`src/rtl/snake_body.sv`:
```
// Snake segment tracker: advances an ordered segment list each tick and handles
// growth, edge wrap or wall death, self collision and a per-cell occupancy query.
module snake_body #(
    parameter int X_BITS   = 6,
    parameter int Y_BITS   = 5,
    parameter int GRID_W   = 40,
    parameter int GRID_H   = 30,
    parameter int MAX_LEN  = 16,
    parameter int INIT_LEN = 3,
    parameter int WRAP     = 1,
    parameter int LEN_BITS = $clog2(MAX_LEN + 1)
) (
    input  logic                clk,
    input  logic                reset,
    input  logic                tick,
    input  logic [1:0]          dir,
    input  logic                grow,
    input  logic [X_BITS-1:0]   query_x,
    input  logic [Y_BITS-1:0]   query_y,
    output logic [X_BITS-1:0]   head_x,
    output logic [Y_BITS-1:0]   head_y,
    output logic [LEN_BITS-1:0] length,
    output logic                query_hit,
    output logic                dead,
    output logic                collide_wall,
    output logic                collide_self
);

    typedef enum logic [1:0] {
        DIR_UP    = 2'b00,
        DIR_RIGHT = 2'b01,
        DIR_DOWN  = 2'b10,
        DIR_LEFT  = 2'b11
    } dir_t;

    logic [X_BITS-1:0] seg_x [MAX_LEN];
    logic [Y_BITS-1:0] seg_y [MAX_LEN];
    dir_t              cur_dir;
    dir_t              res_dir;
    logic              grow_pend;
    logic [X_BITS-1:0] nx;
    logic [Y_BITS-1:0] ny;
    logic              wall_hit;
    logic              self_hit;
    logic              grows;

    assign head_x = seg_x[0];
    assign head_y = seg_y[0];

    always_comb begin
        res_dir  = (dir == (cur_dir ^ 2'b10)) ? cur_dir : dir_t'(dir);
        nx       = seg_x[0];
        ny       = seg_y[0];
        wall_hit = 1'b0;
        // Edges are detected by explicit compare so non-power-of-two grids wrap correctly
        unique case (res_dir)
            DIR_UP: begin
                if (seg_y[0] == '0) begin
                    if (WRAP != 0) ny = Y_BITS'(GRID_H - 1);
                    else           wall_hit = 1'b1;
                end else ny = seg_y[0] - Y_BITS'(1);
            end
            DIR_RIGHT: begin
                if (seg_x[0] == X_BITS'(GRID_W - 1)) begin
                    if (WRAP != 0) nx = '0;
                    else           wall_hit = 1'b1;
                end else nx = seg_x[0] + X_BITS'(1);
            end
            DIR_DOWN: begin
                if (seg_y[0] == Y_BITS'(GRID_H - 1)) begin
                    if (WRAP != 0) ny = '0;
                    else           wall_hit = 1'b1;
                end else ny = seg_y[0] + Y_BITS'(1);
            end
            DIR_LEFT: begin
                if (seg_x[0] == '0) begin
                    if (WRAP != 0) nx = X_BITS'(GRID_W - 1);
                    else           wall_hit = 1'b1;
                end else nx = seg_x[0] - X_BITS'(1);
            end
            default: ;
        endcase
    end

    // A grow at full length does not lengthen the body, so the tail still vacates
    always_comb begin
        grows    = (grow_pend | grow) && (length < LEN_BITS'(MAX_LEN));
        self_hit = 1'b0;
        for (int unsigned i = 0; i < MAX_LEN; i++) begin
            if ((LEN_BITS'(i) < length) &&
                (grows || (LEN_BITS'(i) != length - LEN_BITS'(1))) &&
                (seg_x[i] == nx) && (seg_y[i] == ny))
                self_hit = 1'b1;
        end
    end

    always_comb begin
        query_hit = 1'b0;
        for (int unsigned i = 0; i < MAX_LEN; i++) begin
            if ((LEN_BITS'(i) < length) && (seg_x[i] == query_x) && (seg_y[i] == query_y))
                query_hit = 1'b1;
        end
    end

    always_ff @(posedge clk or posedge reset) begin
        if (reset) begin
            for (int unsigned i = 0; i < MAX_LEN; i++) begin
                if (i < INIT_LEN) begin
                    seg_x[i] <= X_BITS'(GRID_W / 2 - i);
                    seg_y[i] <= Y_BITS'(GRID_H / 2);
                end else begin
                    seg_x[i] <= '0;
                    seg_y[i] <= '0;
                end
            end
            cur_dir      <= DIR_RIGHT;
            length       <= LEN_BITS'(INIT_LEN);
            grow_pend    <= 1'b0;
            dead         <= 1'b0;
            collide_wall <= 1'b0;
            collide_self <= 1'b0;
        end else if (!dead) begin
            if (tick) begin
                if (wall_hit) begin
                    dead         <= 1'b1;
                    collide_wall <= 1'b1;
                    grow_pend    <= 1'b0;
                end else if (self_hit) begin
                    dead         <= 1'b1;
                    collide_self <= 1'b1;
                    grow_pend    <= 1'b0;
                end else begin
                    for (int unsigned i = 1; i < MAX_LEN; i++) begin
                        seg_x[i] <= seg_x[i-1];
                        seg_y[i] <= seg_y[i-1];
                    end
                    seg_x[0]  <= nx;
                    seg_y[0]  <= ny;
                    cur_dir   <= res_dir;
                    grow_pend <= 1'b0;
                    if (grows) length <= length + LEN_BITS'(1);
                end
            end else if (grow) begin
                grow_pend <= 1'b1;
            end
        end
    end

endmodule

```
`config.mk`:
```
export PLATFORM = sky130hd
export DESIGN_NAME = snake_body
export DESIGN_NICKNAME = d
export VERILOG_FILES = /design/src/rtl/snake_body.sv
export SDC_FILE = /design/constraint.sdc
export NUM_CORES = 1
export LEC_CHECK = 0
export CAP_MARGIN = 0
export CORE_MARGIN = 3
export CORE_UTILIZATION = 37
export CTS_BUF_LIST = sky130_fd_sc_hd__clkbuf_2
export DETAILED_ROUTE_END_ITERATION = 7
export PLACE_DENSITY = 0.48
export SYNTH_ARGS = -nofsm -noshare
export SYNTH_HDL_FRONTEND = slang
export SYNTH_SLANG_ARGS = --single-unit
```
`constraint.sdc`:
```
create_clock -name clk -period 9.8 [get_ports clk]
set_clock_uncertainty 0.2 [all_clocks]
set_input_delay 1.96 -clock clk [delete_from_list [all_inputs] [get_ports clk]]
set_output_delay 1.96 -clock clk [all_outputs]
set_load 0.01 [all_outputs]
```
==> out/results.tsv <==
stage	metric	value	unit
route	Routed Antenna Nets	0	
yosys	Avg Inst Size Synth	10.8	um2
yosys	Ys Warns	0	
clock_network	clock transition at the registers of the reported paths	0.27	ns
global_route	overall routing resource usage	24.1	%
placement	pre-CTS WS	2.08	ns
timing	Slew Viols, Final	0	
global_route	antenna violations before repair	1	
setup_path	Critical Path Sink Type	output pin	
power	Max IR drop VDD	0.0939	mV
timing	Final Critical Period	7.29	ns
power	total leakage power	6.39	nW
yosys	Synth top cells by count	dfrtp_1 (164), xnor2_1 (159), xor2_1 (156), mux2_4 (92), mux2_2 (69)	
route	met3 routed WL	2660	um
power	switching pwr	0.000408	W
clock_network	clk_lat worst skew	0.93	ns
placement	Buffers on Ports	35	
clock_network	postcts setup bufs	0	
setup_path	Critical Path RT	7.64	ns
timing	fmax	137	MHz
setup_path	slowest CP cell	clkdlybuf4s50_1	
clock_network	Sink Count	186	
route	met2 WL	20400	um
setup_path	Cell Chain, Critical Path	clkdlybuf4s50_1 > buf_4 > xnor2_1 > nand4_1 > a2111oi_0 > a41oi_1 > nand3_1 > a2111oi_0 > nand2_1 > clkdlybuf4s50_1	
floorplan	I/O pin cnt	37	
power	Seq pwr share	57.1	%
yosys	dominant synthesized flop cell	dfrtp_1	
global_route	GR Overflow Total	0	
timing	worst hold margin	0.297	ns
setup_path	Critical Path Fanout Max	9	
setup_path	critical path class	in2out	
clock_network	CTS tree	yes	
clock_network	H-tree Lvls	4	
floorplan	Die Wd	196	um
clock_network	CTS Root Cell	clkbuf_2	
placement	RePlAce Congestion	0.949	
timing	endpoints failing setup	0	
route	total number of vias	9899	
route	mean number of vias per cell	5.79	
placement	placed cell area	13900	um2
power	Int Pwr	0.000941	W
flow_run	max_cap viols	0	
yosys	Synth Net Count	1274	
power	Clock power frac	32.5	%
timing	crit share post-route	74.4	%
yosys	top-area cell type share of the netlist area	30.7	%
timing	worst-margin pin slew	1.10	ns
route	DR iter-0 viols	1002	
power	Comb power frac	10.4	%
route	length of routed wiring on met1	22400	um
yosys	async set or reset register ratio after synthesis	100	%
status	outcome	finished, final reports clean	
clock_network	cts bufs inserted	17	
floorplan	# rows	69	
yosys	synthesized instance count	1245	
route	final WL	46300	um
timing	max-slew headroom at the worst pin	26.7	%
yosys	register bit count reported by yosys	186	
setup_path	Arrival @ worst endpoint	5.13	ns
power	PwrDens	95.0	nW/um2
clock_network	CTS Buffer Depth	2	
yosys	Synth area leaders	dfrtp_1 (31%), xnor2_1 (10%), mux2_4 (10%)	
clock_network	post-CTS sizing	0	
global_route	largest net degree at the start of global routing	76	
finish	design area	14200	um2
global_route	vias in the first global route	9610	
yosys	Mapped Area	13400	um2
route	Avg WL per Cell	27.1	um
route	first-pass iteration count of the detailed router	6	
clock_network	CTS Hold Bufs	0	
finish	Syn-to-layout area delta	6.09	%
yosys	sequential-to-total area share from yosys stat	35.0	%
timing	Setup TNS	0	ns
timing	Hold Fails Final Rpt	0	
power	switch share	30.2	%
floorplan	die area	38500	um2
setup_path	startpoint class of the critical path	input port	
finish	fill cell count	3516	
route	Residual DRC	0	
yosys	Post-synth EDFFs	0	
floorplan	die height	196	um
worst_hold_path	Worst Hold Class	reg2reg	
placement	Final HPWL DP	32400	um
floorplan	Initial Utilization	37.6	%
route	Max Used Layer	met4	
yosys	Synth cell types	90	
timing	Final WS setup	2.51	ns
floorplan	Core Area	35600	um2
global_route	first-pass GRT wire length	68500	um
finish	proportion of layout cells with a drive suffix above 1	22.0	%
finish	Layout Nets	1263	
yosys	Synth area leader	dfrtp_1	
yosys	count leader, synth	dfrtp_1	
setup_path	slowest stage delay, CP	0.94	ns
timing	unrepaired setup endpoints after global routing	false	
==> per-layer routing <==
metal  up-vias  GRT usage [%]
met5         -              0
met4         0           5.73
met3        51           3.81
met2       355           36.0
met1      5106           36.3
li1       4387              -
==> final cells by class <==
| class | count | area [um2] | share of cell area (%) |
|---|---|---|---|
| antenna | 1 | 2.50 | 0.0176 |
| clock buffer | 17 | 85.1 | 0.599 |
| clock inverter | 15 | 161 | 1.14 |
| inverter | 20 | 82.6 | 0.582 |
| multi-input combinational | 942 | 7990 | 56.2 |
| sequential | 186 | 4680 | 33.0 |
| tap | 461 | 577 | 4.06 |
| timing repair buffer | 67 | 623 | 4.39 |
==> power groups by stage <==
stage / logic [W] / clock network (W) / registers, W
floorplan: 0.0000908 / 0 / 0.000783
global placement: 0.000139 / 0 / 0.000782
detailed placement: 0.000139 / 0 / 0.000782
CTS: 0.000139 / 0.000452 / 0.000771
global route: 0.000150 / 0.000479 / 0.000772
finish: 0.000140 / 0.000438 / 0.000771
==> registers in the layout (all words and copies together), names as in the netlist <==
name	count
seg_x	90
dead	1
cur_dir	2
grow_pend	1
collide_self	1
head_x	6
seg_y	75
length	5
head_y	5
==> stage by stage <==
step,instances,total power (W),util [%]
2_1_floorplan,1245,0.000873,-
3_3_place_gp,1676,0.000921,39.2
3_5_place_dp,1676,0.000921,39.2
4_1_cts,1708,0.00136,39.9
5_1_grt,1709,0.00140,39.9
6_report,1709,0.00135,39.9
==> cells in the final DEF, fill, tap and decap left out, drive strengths merged, types with 22 or more instances in the layout <==
master         instances
o21ai                 41
a21oi                 29
nand2                 57
mux2                 163
clkdlybuf4s50         34
dfrtp                164
nor4                  32
xnor2                159
xor2                 157
buf                   33
inv                   27
dfstp                 22
nand4                 43
nand3                 26
nor2                  37
==> kinds of logic (layout without fill, tap and decap cells) <==
logic type / count (synthesis) / in the layout / share of synthesized area, %
AOI/OAI and AO/OA: 176 / 176 / 9.65
xor gates and xnor gates: 316 / 316 / 20.7
adders and majority gates: 12 / 12 / 1.12
buffers and inverters: 117 / 119 / 5.48
DFF: 186 / 186 / 35.0
muxes: 172 / 172 / 17.2
other: 1 / 2 / 0.0280
and+or+nand+nor: 265 / 265 / 10.8
==> path summary, 6_finish.rpt <==
path                                 to          from  cells after the start  slack, ns
min reg2reg                collide_self  collide_self                      1       0.30
min                        collide_self  collide_self                      1       0.30
max                           query_hit    query_y[0]                     10       2.51
max reg2reg                   seg_y[33]     head_x[3]                     11       3.66
max in group asynchronous      seg_y[6]         reset                      3       6.90
min in group asynchronous     seg_y[55]         reset                      2       1.26
==> worst max-delay path: cells and delay by family <==
kind | cells | cell delay (ns)
buf+inv | 3 | 1.82
compound gates | 3 | 0.83
simple gates | 3 | 0.40
xor+xnor | 1 | 0.10
Power figures use the tool's default switching activity.
